==> config.mk <==
export PLATFORM = sky130hd
export DESIGN_NAME = matriz_leds_cfg
export DESIGN_NICKNAME = d
export VERILOG_FILES = /design/src/rtl/matriz_leds_cfg.sv
export SDC_FILE = /design/constraint.sdc
export NUM_CORES = 1
export LEC_CHECK = 0
export CAP_MARGIN = 10
export CORE_ASPECT_RATIO = 1.2
export CORE_MARGIN = 3
export CORE_UTILIZATION = 41
export CTS_CLUSTER_DIAMETER = 120
export DETAILED_ROUTE_END_ITERATION = 8
export GPL_TIMING_DRIVEN = 1
export PLACE_DENSITY_LB_ADDON = 0.15
export SLEW_MARGIN = 40
export SYNTH_ARGS = -nofsm -noshare
export SYNTH_HDL_FRONTEND = slang
export SYNTH_SLANG_ARGS = --single-unit
==> constraint.sdc <==
create_clock -name clk -period 2.5 [get_ports clk]
set_input_delay 0.25 -clock clk [delete_from_list [all_inputs] [get_ports clk]]
set_output_delay 0.25 -clock clk [all_outputs]
set_load 0.01 [all_outputs]
==> src/rtl/matriz_leds_cfg.sv <==
// matriz_leds_cfg: ROWS x COLS puzzle LED board with loadable per-button toggle masks and a level-limited row scan.
// Define MATRIZ_MOVE_COUNTER_EN to count applied presses on movimentos; otherwise movimentos is tied to 0.
module matriz_leds_cfg #(
    parameter int ROWS = 8,
    parameter int COLS = 8,
    parameter int N_BTN = 8,
    parameter int LVL_W = 3,
    parameter int SCAN_DIV = 1000,
    parameter int MOVES_W = 10,
    localparam int BW = (N_BTN > 1) ? $clog2(N_BTN) : 1,
    localparam int RW = $clog2(ROWS)
) (
    input  logic               clk,
    input  logic               rst,
    input  logic [N_BTN-1:0]   botoes,
    input  logic [LVL_W-1:0]   nivel,
    input  logic               clear,
    input  logic               cfg_we,
    input  logic [BW-1:0]      cfg_btn,
    input  logic [RW-1:0]      cfg_row,
    input  logic [COLS-1:0]    cfg_mask,
    output logic               nivel_concluido,
    output logic [COLS-1:0]    colunas,
    output logic [ROWS-1:0]    linhas,
    output logic [RW-1:0]      indice,
    output logic               press,
    output logic [MOVES_W-1:0] movimentos
);
    localparam int CW = (SCAN_DIV > 1) ? $clog2(SCAN_DIV) : 1;
    localparam int AW = (LVL_W + 1 > RW + 1) ? LVL_W + 1 : RW + 1;
    logic [N_BTN-1:0] s1, s2, prev, edg;
    logic [COLS-1:0] board [ROWS];
    logic [COLS-1:0] mask [N_BTN][ROWS];
    logic [COLS-1:0] tog [ROWS];
    logic [RW-1:0] row;
    logic [CW-1:0] cnt;
    logic [AW-1:0] lv, n_act;
    logic win_c, row_ok, last, cfg_ok;
    assign edg = s2 & ~prev;
    assign lv = AW'({nivel, 1'b1});
    assign n_act = (lv > AW'(ROWS)) ? AW'(ROWS) : lv;
    assign row_ok = AW'(row) < n_act;
    assign last = cnt == CW'(SCAN_DIV - 1);
    assign cfg_ok = cfg_we && ({1'b0, cfg_btn} < (BW + 1)'(N_BTN)) && ({1'b0, cfg_row} < (RW + 1)'(ROWS));
    assign linhas = ROWS'(1) << row;
    assign indice = row;
    // A row left out of range by a level change stays dark until the scan snaps back to row 0
    assign colunas = row_ok ? ~board[row] : '1;
    always_comb begin
        for (int r = 0; r < ROWS; r++) begin
            tog[r] = '0;
            for (int b = 0; b < N_BTN; b++)
                tog[r] = tog[r] ^ (edg[b] ? mask[b][r] : '0);
        end
    end
    always_comb begin
        win_c = 1'b1;
        for (int r = 0; r < ROWS; r++)
            if (AW'(r) < n_act && board[r] != '1) win_c = 1'b0;
    end
    always_ff @(posedge clk) begin
        if (!rst) begin
            s1 <= '0;
            s2 <= '0;
            prev <= '0;
            press <= 1'b0;
            nivel_concluido <= 1'b0;
        end else begin
            s1 <= botoes;
            s2 <= s1;
            prev <= s2;
            press <= |edg && !clear;
            nivel_concluido <= win_c;
        end
    end
    always_ff @(posedge clk) begin
        if (!rst || !row_ok) begin
            row <= '0;
            cnt <= '0;
        end else if (last) begin
            cnt <= '0;
            row <= (AW'(row) + AW'(1) >= n_act) ? '0 : row + 1'b1;
        end else begin
            cnt <= cnt + 1'b1;
        end
    end
    always_ff @(posedge clk) begin
        for (int r = 0; r < ROWS; r++)
            board[r] <= (!rst || clear) ? '0 : board[r] ^ tog[r];
    end
    // Mask update lands at the same edge as a toggle, so that toggle still sees the old entry
    always_ff @(posedge clk) begin
        if (!rst) begin
            for (int b = 0; b < N_BTN; b++)
                for (int r = 0; r < ROWS; r++)
                    mask[b][r] <= '0;
        end else if (cfg_ok) begin
            mask[cfg_btn][cfg_row] <= cfg_mask;
        end
    end
`ifdef MATRIZ_MOVE_COUNTER_EN
    always_ff @(posedge clk) begin
        if (!rst || clear) movimentos <= '0;
        else if (press && movimentos != '1) movimentos <= movimentos + 1'b1;
    end
`else
    assign movimentos = '0;
`endif
endmodule

Yosys cells after proc, flatten, opt, wreduce, memory -nomap -nowiden
Memories as Yosys holds them, arrays and structs flattened. A register that Yosys moved wholly into a read port is not among the register bits.
Cells that the tools add are included.
{"block": "op_classes", "n_bitwise": 69, "eq_ne": 9, "n_shift": 1, "addsub": 3, "muxes": 87, "reduce_logical": 19, "magnitude_cmp": 13}
{"cell": "$mux 8", "n": 74}
{"cell": "$xor 8x8->8", "n": 64}
{"cell": "$mux 64", "n": 3}
{"cell": "$ne 8x8->1 const B", "n": 8}
{"cell": "$reduce_or 64->1", "n": 1}
{"cell": "$demux 8 s3", "n": 1}
{"cell": "$lt 3x4->1 const A", "n": 4}
{"cell": "$not 8->8", "n": 2}
{"cell": "$reduce_or 8->1", "n": 2}
{"cell": "$mux 3", "n": 4}
{"cell": "$add 10x1->10 const B", "n": 1}
{"cell": "$eq 10x10->1 const B", "n": 1}
{"cell": "$logic_and 1x1->1", "n": 10}
{"cell": "$and 8x8->8", "n": 1}
{"cell": "$lt 1x4->1 const A", "n": 2}
{"cell": "$lt 2x4->1 const A", "n": 2}
{"cell": "$shl 1x3->8 const A", "n": 1}
{"cell": "$add 3x1->4 const B", "n": 1}
{"cell": "$ge 4x4->1", "n": 1}
{"cell": "$ge 4x4->1 const B", "n": 1}
{"cell": "$gt 4x4->1 const B", "n": 1}
{"cell": "$lt 3x4->1", "n": 1}
{"cell": "$lt 4x1->1 const B", "n": 1}
{"cell": "$mux 1", "n": 4}
{"cell": "7 further kinds", "n": 10}
{"block": "totals", "word_cells": 210, "ram_bits": 576, "out_inout_bits": 31, "memories": 2, "register_bits": 39}
{"memory": "mask", "words": 8, "width": 64, "rd": 8, "rd_clocked_by_memory_dff": 0, "wr": 8, "line_no": "33", "rtl": "logic [COLS-1:0] mask [N_BTN][ROWS];"}
{"memory": "board", "words": 8, "width": 8, "rd": 9, "rd_clocked_by_memory_dff": 1, "wr": 8, "line_no": "32", "rtl": "logic [COLS-1:0] board [ROWS];"}

Depth between registers and ports, before layout
Gate-level depths: netlist (run 1).
{"block": "depth", "word_depth": 12, "depth_mapped": 9, "depth_no_buf": 8}

Worst setup path before layout (run 1)
OpenSTA, ideal clock, no wires.
{"block": "synth_timing", "path_type": "input-to-reg", "from": "input port cfg_btn[2]", "to": "memory mask[2][0] in the netlist's numbering, enable pin", "t_arrival_ns": 1.677, "setup_ns": 0.384, "path_slack_ns": 0.439, "t_required_ns": 2.116, "stages": 4, "path_buffers": 2, "cell_sequence": "or3b_2 -> clkbuf_1 -> clkbuf_1 -> o21ai_0"}
{"element": "from (decl)", "line_no": "19", "rtl": "input logic [BW-1:0] cfg_btn,"}
{"element": "to (decl)", "line_no": "33"}

==> results of run 1 <==
placed cells by master, fill, tap and decap left out, types with 9 or more instances in the layout:
master	count
sky130_fd_sc_hd__and2_1	539
sky130_fd_sc_hd__nand3_1	9
sky130_fd_sc_hd__conb_1	10
sky130_fd_sc_hd__buf_2	15
sky130_fd_sc_hd__xnor2_1	29
sky130_fd_sc_hd__nor2_1	145
sky130_fd_sc_hd__ha_1	14
sky130_fd_sc_hd__nand4_1	17
sky130_fd_sc_hd__clkbuf_16	74
sky130_fd_sc_hd__buf_12	28
sky130_fd_sc_hd__edfxtp_1	512
sky130_fd_sc_hd__nand3b_1	147
sky130_fd_sc_hd__buf_4	168
sky130_fd_sc_hd__o21ai_0	67
sky130_fd_sc_hd__dfxtp_1	101
sky130_fd_sc_hd__clkinv_1	10
sky130_fd_sc_hd__nand2_1	388
sky130_fd_sc_hd__clkbuf_1	20
sky130_fd_sc_hd__xnor3_1	184
sky130_fd_sc_hd__xor2_1	123
sky130_fd_sc_hd__mux4_2	16
sky130_fd_sc_hd__clkdlybuf4s50_1	32
flip-flops by register name, summed over array words and instances (netlist names), named ones only:
signal           cells
board               64
s2                   8
cnt                 10
mask               512
nivel_concluido      1
prev                 8
s1                   8
press                1
indice               3
metrics by stage:
step                      setup WS (ns)  TNS [ns]  cell area (um2)  cells
after floorplan                  0.4389         0            31770   2539
after global placement         -0.01247  -0.08002            34480   3624
after detailed placement       -0.01392  -0.01647            34490   3624
after CTS                       0.01786         0            36700   3745
after global routing           0.007002         0            36710   3745
final                           0.07903         0            36710   3746
routing by layer:
metal  global-route usage  vias to the layer above
met5                    0                        -
met4              0.08042                        0
met3              0.02776                      145
li1                     -                     8854
met1               0.2940                     9773
met2               0.4127                      540
power groups by stage:
stage	Sequential, W	Combinational, W	Clock (W)
detailed placement	0.0122	0.00267	0
global placement	0.0122	0.00265	0
global route	0.0120	0.00281	0.0105
floorplan	0.0121	0.00168	0
CTS	0.0120	0.00268	0.0102
finish	0.0120	0.00266	0.00997
worst paths after layout:
check        cells after the start  slack, ns           to
min                              3       0.20        s2[7]
max reg2reg                      7       0.37  board[2][1]
min reg2reg                      1       0.43        s2[2]
max                              5       0.08   colunas[1]
layout make-up:
class	instances	area (um2)
fill	6780	39810
sequential	618	17510
multi-input combinational	1738	13460
timing repair buffer	246	2266
clock buffer	98	1982
tap	1017	1272
clock inverter	21	195.2
inverter	7	26.28
antenna	1	2.502
cell families (layout without fill, tap and decap cells):
group / after synthesis / count (layout) / synth area share
AO/OA/AOI/OAI: 76 / 76 / 0.01246
XOR/XNOR: 336 / 336 / 0.1725
adder cells (fa/ha/maj): 14 / 14 / 0.005519
buffers and inverters: 183 / 372 / 0.02803
flip-flops: 618 / 618 / 0.5513
multiplexers: 25 / 25 / 0.01451
other: 1 / 11 / 0.0001182
AND/OR/NAND/NOR: 1277 / 1277 / 0.2156
worst max-delay path: cells and delay by family, from the launching register on:
| family | cells | cell delay [ns] |
|---|---|---|
| multiplexers | 2 | 0.83 |
| flip-flops | 1 | 0.39 |
| buffers and inverters | 2 | 0.28 |
| AND/OR/NAND/NOR | 1 | 0.07 |
repair_timing:
item,CTS,global route
endpoints found under the hold margin,0,0
setup endpoints to repair,8,1
setup buffers,1,0
gates cloned,1,0
gates resized for setup,41,3
==> impl_results.md, run 1 <==
* Status: finished clean
* DR vias/cell at 5.155
* Data required time of the worst path at 2.25 ns
* Via count of the first global-routing pass at 19,880
* Dominant cells by area after synthesis: sky130_fd_sc_hd__edfxtp_1 48%, sky130_fd_sc_hd__xnor3_1 13%, sky130_fd_sc_hd__and2_1 11%
* Netlist area before placement at 31,740 um2
* Die width at 260.0 um
* Die outline height at 310.8 um
* Async set or reset register ratio after synthesis at 0
* Register clock-pin slew on the reported worst setup and hold paths at 0.06 ns
* Cell-by-cell trace of the critical path: buf_12 -> mux4_2 -> mux2_4 -> nand2_1 -> buf_2
* Met2 WL post-DR at just under 50,000 um
* Clock period minus final worst setup slack at 2.421 ns
* Arr. time, crit path at 2.17 ns
* H-tree depth reported by CTS at 3
* Static Leak at 14.70 nW
* Starting Density at 0.4147
* Total number of yosys warnings at 0
* Final GP Congestion at 0.8890
* Sequential Power Share at 0.487
* Number of setup violations in the final report at 0
* Post-detailed-routing wire length at 93,620 um
* Reported net switching power at 0.005716 W
* Max-slew headroom at the worst pin at 0.4742
* Average cell area after synthesis at 12.54 um2
* Number of clock buffers inserted by TritonCTS at 66
* Post-layout total power at 0.02463 W
* Crit-path slowest cell: sky130_fd_sc_hd__mux4_2
* Ranking of synthesized cells by instance count: 539 x sky130_fd_sc_hd__and2_1, 512 x sky130_fd_sc_hd__edfxtp_1, 388 x sky130_fd_sc_hd__nand2_1
* Transition time of the tightest slew-check pin at 0.7821 ns
* Clock tree root driver cell: sky130_fd_sc_hd__clkbuf_16
* Sequential-to-total area share from yosys stat at 0.5513
* Clock network fraction of total power at 0.405
* Cts-stage hold buffer count at 0
* Proportion of layout cells with a drive suffix above 1 at 0.1265
* Row count at 111
* Slew Viols, Final at 0
* Hold Path Class: input pin to flip-flop
* Share of the clock period used by the worst path after layout at 0.9684
* Distinct cell type count after synthesis at 39
* TritonCTS clock tree: done
* Number of vias after detailed routing at 19,310
* Area share of the leading cell type in the synthesized netlist at 0.4844
* Global-route usage over all layers at 0.2331
* CTS sink count at 618
* Number of buffers added on ports at 49
* Total I/O pin count at 60
* Max Clk Rate at 413.1 MHz
* Cell type contributing the most total cell area after synthesis: sky130_fd_sc_hd__edfxtp_1
* Flops & latches, synth at between 600 and 700
* Pwr Density at approximately 670 nW/um2
* Layout area overhead at 15.67%
* DRC at 0
* Int Power at 0.01891 W
* Max FO, Critical Path at 8
* Peak supply drop at between 0.0003 and 0.0004 V
* FF-to-FF Start: s2[7]
* Top layer in use: met4
* Hold Fails Final Rpt at 0
* Total die area at 80,800 um2
* Leading register cell type out of synthesis: sky130_fd_sc_hd__edfxtp_1
* Final HPWL DP at 59,810 um
* Slowest Stage Delay on Critical Path at 0.52 ns
* Synthesized instance count at 2,530
* HP Start: rst
* Number of enable flip-flop cells after synthesis at 512
* Setup Crit Path Kind: flip-flop to output port
* Global-route wire length before repair at 136,600 um
* Initial DRC count at 1,304
* Detailed-route wire length per cell at 24.99 um
* Clock latency at the later pin of the worst-skew pair at 0.61 ns
* Pin count of the biggest net entering global routing at 75
* Critical Path Source Type: flip-flop
* Length of routed wiring on met1 at roughly 38,000 um
* Max-cap check violation count at 0
* Placeable core region at 76,520 um2
* Number of antenna violations at the first check in global routing at 2
* Post-route core utilization at 0.4797
* Worst setup skew after layout at 0.02567 ns
* Maximum count of clock buffers along a single path at 3
* WHS at 0.1975 ns
* Most frequent cell after synthesis: sky130_fd_sc_hd__and2_1
* Amount of wire on met3 after detailed routing at 4346 um
* RSZ-0062 raised after global routing: false
* Net count reported at finish at 2,720
* Combinational power share at 0.108
* Antenna Nets Post-Route at 0
* Switching power as a share of total power at 0.2321
* Overflow left after global routing at 0
* Number of optimization iterations in the first detailed-route pass at 5
* CP Capture Type: output port
Note: power is estimated with default switching activity, not from simulation.
==> inputs of run 2 (changes only) <==
- SLEW_MARGIN: 40 -> 25
==> run 2 against run 1 <==
Effect of this change: flip-flop and latch count stayed put; maximum frequency is 0.42% lower; die area stayed put; wire length is 0.26% higher; clock-buffer cell count is 2 higher; clock skew is 0.0044 ns lower; final area hardly changed; critical path depth stayed put; register-to-register slack hardly changed.
==> impl_results.md, run 2 (synthesis results as in run 1) <==
* Layout area overhead at 15.74%
* Hold Path Class: input pin to flip-flop
* Row count at 111
* Total I/O pin count at 60
* Final HPWL DP at 59,850 um
* Number of optimization iterations in the first detailed-route pass at 5
* FF-to-FF Start: s2[7]
* Critical Path Source Type: flip-flop
* Initial DRC count at 1,411
* RSZ-0062 raised after global routing: false
* Number of clock buffers inserted by TritonCTS at between 60 and 70
* Max-cap check violation count at 0
* Net count reported at finish at around 2,700
* Worst Hold Endpoint: s2[7]
* Most common cell after layout, fill and taps aside: sky130_fd_sc_hd__and2_1
* Reported net switching power at 0.005780 W
* Static Leak at 14.71 nW
* Arr. time, crit path at around 2.2 ns
* Final GP Congestion at approximately 0.89
* Maximum count of clock buffers along a single path at 3
* Placeable core region at 76,520 um2
* FILL cells at 6,813
* Register clock-pin slew on the reported worst setup and hold paths at about 0.060 ns
* Max-slew headroom at the worst pin at 0.2897
* Data required time of the worst path at 2.25 ns
* Transition time of the tightest slew-check pin at 1.065 ns
* Combinational power share at 0.108
* Max FO, Critical Path at 8
* Cell area after layout at 36,730 um2
* Status: finished clean
* Flip-flop count of the largest register after layout at 512
* Clock period minus final worst setup slack at 2.431 ns
* Path depth of the worst reg2reg path at 7
* Int Power at 0.01896 W
* Pwr Density at 673.4 nW/um2
* Die outline height at 310.8 um
* Hold Crit Depth at 3
* Antenna Nets Post-Route at 0
* Via count of the first global-routing pass at 20,100
* Clock latency at the later pin of the worst-skew pair at 0.62 ns
* Setup Crit Path Kind: flip-flop to output port
* Hold Fails Final Rpt at 0
* H-tree depth reported by CTS at 3
* Global-route wire length before repair at 137,500 um
* HP Start: rst
* Internal reg-to-reg setup slack at between 0.3 and 0.4 ns
* Total die area at 80,800 um2
* Reg with most FFs: mask
* Slowest Stage Delay on Critical Path at around 0.52 ns
* Slew Viols, Final at 0
* Peak supply drop at a little over 0.0004 V
* Post-detailed-routing wire length at 93,860 um
* Number of standard cells in the layout, taps in and fillers out at 3,749
* Clock network fraction of total power at 0.407
* Detailed-route wire length per cell at 25.04 um
* Largest registers ranked by flip-flop count: mask x512, board x64, cnt x10
* Top library cells by usage in the layout, fill and taps aside: 539 x sky130_fd_sc_hd__and2_1, 512 x sky130_fd_sc_hd__edfxtp_1, 388 x sky130_fd_sc_hd__nand2_1, 184 x sky130_fd_sc_hd__xnor3_1, 169 x sky130_fd_sc_hd__buf_4
* DRC at 0
* Crit-path slowest cell: sky130_fd_sc_hd__mux4_2
* CTS sink count at 618
* CP Capture Type: output port
* DR vias/cell at 5.135
* Number of vias after detailed routing at 19,250
* Pin count of the biggest net entering global routing at 75
* Number of buffers added on ports at roughly 50
* TritonCTS clock tree: done
* Global-route usage over all layers at 0.2351
* Share of the clock period used by the worst path after layout at 0.9725
* Clock tree root driver cell: sky130_fd_sc_hd__clkbuf_16
* Post-place instance area at 34,490 um2
* Reg2reg end: board[2][1]
* Number of antenna violations at the first check in global routing at 2
* Starting Density at 0.4147
* Proportion of layout cells with a drive suffix above 1 at 0.1282
* Sequential Power Share at 0.485
* Cts-stage hold buffer count at 0
* Switching power as a share of total power at 0.2337
* Cell-by-cell trace of the critical path: buf_12 -> mux4_2 -> mux2_4 -> nand2_1 -> buf_2
* Worst setup skew after layout at 0.02127 ns
* Max Clk Rate at 411.3 MHz
* Die width at 260.0 um
* Overflow left after global routing at 0
* Placed Cells incl. Taps at 3,624
* Number of setup violations in the final report at 0
==> run 2: layout make-up <==
type	count	area [um2]	area share
flip-flops and latches	618	17510	0.4766
multi-input cells	1738	13460	0.3664
repair buffers	246	2262	0.06158
clock buffers	100	1998	0.05440
well taps	1017	1272	0.03464
clock inverters	21	203.9	0.005552
inverters	7	26.28	0.0007153
diodes	2	5.005	0.0001362
==> run 2: worst max-delay path by stage <==
stage          depth (start not counted)       start    endpoint
2_1_floorplan                          4  cfg_btn[2]  mask[2][0]
3_3_place_gp                          10    nivel[2]  colunas[3]
3_5_place_dp                          10    nivel[2]  colunas[1]
4_1_cts                                4   flip-flop  colunas[7]
5_1_grt                                5   flip-flop  colunas[5]
6_report                               5   flip-flop  colunas[1]
==> run 2: stage by stage <==
stage | setup slack, ns | power (W) | utilization | hold slack, ns | setup TNS [ns]
2_1_floorplan | 0.4389 | 0.01374 | - | 0.3773 | 0
3_5_place_dp | -0.007562 | 0.01489 | 0.4507 | 0.4206 | -0.007562
3_3_place_gp | -0.01247 | 0.01486 | 0.4505 | 0.4145 | -0.08002
5_1_grt | 0.003044 | 0.02551 | 0.4800 | 0.1885 | 0
4_1_cts | 0.009729 | 0.02493 | 0.4799 | 0.1586 | 0
6_report | 0.06882 | 0.02474 | 0.4800 | 0.1929 | 0
==> run 2: timing repair <==
item	4_1_cts	5_1_grt
pin swaps	0	0
gates cloned	1	0
endpoints found under the setup margin	8	1
setup buffers	1	0
gates resized for setup	41	3
==> run 2: critical path: cells and delay by family (launching register included) <==
| family | cells | cell delay (ns) |
|---|---|---|
| muxes | 2 | 0.82 |
| buffers and inverters | 2 | 0.28 |
| and+or+nand+nor | 1 | 0.07 |
| DFF | 1 | 0.39 |
==> run 2: power by group through the flow <==
stage / registers, W / clock network [W] / logic [W]
global route: 0.0120 / 0.0107 / 0.00281
CTS: 0.0120 / 0.0102 / 0.00268
floorplan: 0.0121 / 0 / 0.00168
global placement: 0.0122 / 0 / 0.00265
detailed placement: 0.0122 / 0 / 0.00267
finish: 0.0120 / 0.0101 / 0.00266
==> run 2: metal layers <==
| metal | GRT usage | wire length [um] |
|---|---|---|
| met1 | 0.2942 | 37670 |
| met2 | 0.4198 | 49080 |
| met3 | 0.02613 | 4192 |
| met4 | 0.08183 | 2919 |
| met5 | 0 | 0 |
==> inputs of run 3 (changes only) <==
- CORE_MARGIN: 3 -> 10
- CTS_CLUSTER_SIZE: unset -> 40
==> run 3 against run 2 <==
Effect of this change: the flow now finishes with violations (setup timing); highest routed layer unchanged; critical path depth increased by 1; clock-buffer cell count decreased by 68; utilization decreased by 1.8 points; clock power decreased by 54%; largest cell class unchanged; register-to-register slack got worse by 0.06 ns; via count decreased by 1.5%; first-iteration DRC count increased by 7.5%; worst setup slack got worse by 0.075 ns; combinational power about the same; cell count decreased by 1.9%.
==> impl_results.md, run 3 (synthesis results as in run 1) <==
* Reg with most FFs: mask
* Maximum count of clock buffers along a single path at 3
* Overflow left after global routing at 0
* Slowest Stage Delay on Critical Path at 0.54 ns
* Data required time of the worst path at 2.25 ns
* Flip-flop count of the largest register after layout at 512
* Number of setup violations in the final report at 1
* Final HPWL DP at 62,160 um
* Register clock-pin slew on the reported worst setup and hold paths at 0.15 ns
* Largest registers ranked by flip-flop count: mask x512, board x64, cnt x10
* DR vias/cell at 5.154
* Critical Path Source Type: flip-flop
* Int Power at 0.01458 W
* TritonCTS clock tree: done
* Most common cell after layout, fill and taps aside: sky130_fd_sc_hd__and2_1
* Cell-by-cell trace of the critical path: buf_12 -> buf_6 -> mux4_2 -> mux2_4 -> nand2_2 -> buf_6
* Die outline height at 324.8 um
* Share of the clock period used by the worst path after layout at 1.002
* Top library cells by usage in the layout, fill and taps aside: 539 x sky130_fd_sc_hd__and2_1, 512 x sky130_fd_sc_hd__edfxtp_1, 384 x sky130_fd_sc_hd__nand2_1, 184 x sky130_fd_sc_hd__xnor3_1, 181 x sky130_fd_sc_hd__buf_4
* Buf+Inv Stages, Crit Path at 3
* Max-slew headroom at the worst pin at 0.5111
* Post-place instance area at 34,670 um2
* Die width at ~270 um
* Slew Viols, Final at 0
* Total die area at 88,980 um2
* Crit-path slowest cell: sky130_fd_sc_hd__mux4_2
* Number of optimization iterations in the first detailed-route pass at 5
* Max-cap check violation count at 0
* Most common cell type on the critical path: sky130_fd_sc_hd__buf_6
* DRC at 0
* Final GP Congestion at approximately 0.9
* Hold Fails Final Rpt at 0
* HP Start: botoes[5]
* Initial DRC count at ~1,500
* Antenna Nets Post-Route at 0
* Hold Path Class: input pin to flip-flop
* Placeable core region at 76,520 um2
* Max FO, Critical Path at 6
* Cts-stage hold buffer count at 0
* Max Clk Rate at 399.0 MHz
* Peak supply drop at between 0.0004 and 0.0005 V
* Kind of cell with the highest combined delay on the critical path: multiplexers
* Clock latency at the later pin of the worst-skew pair at roughly 0.60 ns
* Internal reg-to-reg setup slack at 0.31 ns
* Number of vias after detailed routing at 18,960
* Post-layout total power at a little under 0.02 W
* Pwr Density at 547.4 nW/um2
* Number of buffers added on ports at 49
* Layout area overhead at 11.37%
* Worst setup slack after placement at -0.04765 ns
* RSZ-0062 raised after global routing: true
* Post-route core utilization at 0.4619
* Cell area after layout at 35,350 um2
* Post-detailed-routing wire length at 92,120 um
* Clock network fraction of total power at 0.241
* Number of standard cells in the layout, taps in and fillers out at between 3,000 and 4,000
* Setup Crit Path Kind: flip-flop to output port
* Row count at 111
* Via count of the first global-routing pass at 19,530
* Status: complete, but fails checks
* Arr. time, crit path at 2.26 ns
* Static Leak at 14.04 nW
* Switching power as a share of total power at 0.2464
* Pin count of the biggest net entering global routing at 66
* H-tree depth reported by CTS at 1
* Violated checks: setup timing
* Number of antenna violations at the first check in global routing at 0
* Worst setup skew after layout at 0.03612 ns
* Reported net switching power at between 0.004 and 0.005 W
* Global-route wire length before repair at 134,100 um
* Sequential Power Share at 0.619
* FILL cells at 6,899
* Starting Density at 0.4147
* Net count reported at finish at around 2,700
* Final Worst Setup Slack at -0.006054 ns
* Total I/O pin count at 60
* Placed Cells incl. Taps at 3,639
* Reg2reg end: board[7][5]
* Global-route usage over all layers at 0.2049
* Worst Hold Endpoint: s1[5]
* Clock tree root driver cell: sky130_fd_sc_hd__clkbuf_16
* Path depth of the worst reg2reg path at 6
* Number of clock buffers inserted by TritonCTS at 19
* Transition time of the tightest slew-check pin at 0.7333 ns
* CTS sink count at 618
* Proportion of layout cells with a drive suffix above 1 at 0.1131
* Combinational power share at 0.139
* Hold Crit Depth at 2
* CP Capture Type: output port
* FF-to-FF Start: s2[5]
* Clock period minus final worst setup slack at 2.506 ns
* Detailed-route wire length per cell at 25.04 um
## run 3: cell types whose count changed in the layout (fill, tap and decap cells not counted), sizes merged
cell           delta
clkbuf           -67
diode             -1
clkinv           -14
buf              +19
clkdlybuf4s15     -1
bufinv            -4
inv               +1
clkinvlp          -3
## run 3: cell type report
cell class                      instances  area (um2)  share of cell area
Sequential cell                       618       17510              0.4953
Antenna cell                            1       2.502          0.00007080
Timing Repair Buffer                  265        2496             0.07062
Tap cell                             1017        1272             0.03600
Inverter                                7       26.28           0.0007434
Clock inverter                          1       20.02           0.0005664
Multi-Input combinational cell       1738       13480              0.3813
Clock buffer                           32       545.5             0.01543
## run 3: worst max path at each step
stage / from / to / cells after the start
2_1_floorplan: cfg_btn[2] / mask[2][0] / 4
3_3_place_gp: nivel[2] / colunas[6] / 9
3_5_place_dp: nivel[2] / colunas[7] / 9
4_1_cts: flip-flop / colunas[6] / 6
5_1_grt: flip-flop / colunas[6] / 6
6_report: flip-flop / colunas[6] / 6
## run 3: power groups by stage
stage	Combinational, W	Sequential, W	Clock, W
floorplan	0.00168	0.0121	0
global placement	0.00266	0.0122	0
detailed placement	0.00269	0.0122	0
CTS	0.00270	0.0120	0.00478
global route	0.00285	0.0120	0.00510
finish	0.00269	0.0120	0.00467
## run 3: stage by stage
stage                      TNS (ns)  hold slack (ns)
final                     -0.006054           0.2140
after global routing        -0.1592           0.2007
after CTS                   -0.1070           0.1966
after detailed placement    -0.2864           0.4236
after global placement      -0.6566           0.4154
after floorplan                   0           0.3773
## run 3: repair_timing
action / in CTS / in global routing
setup endpoints to repair: 8 / 8
cloned: 1 / 0
gates resized for setup: 47 / 8
endpoints found under the hold margin: 0 / 0
setup buffers: 4 / 2
pin swaps: 0 / 4
## run 3: worst register-to-register path: stages (launching register included)
cell and delay [ns]:
sky130_fd_sc_hd__dfxtp_2 0.53, sky130_fd_sc_hd__buf_12 0.22, sky130_fd_sc_hd__nand3b_1 0.13, sky130_fd_sc_hd__xor2_1 0.31, sky130_fd_sc_hd__xnor3_1 0.51, sky130_fd_sc_hd__xnor3_1 0.35, sky130_fd_sc_hd__nor2_1 0.09
## run 3: layer usage
metal,track usage,share of wire,vias to the layer above
met2,0.3676,0.52,436
met3,0.01778,0.041,88
met5,0,0,-
met4,0.06739,0.036,0
li1,-,-,8744
met1,0.2548,0.41,9692
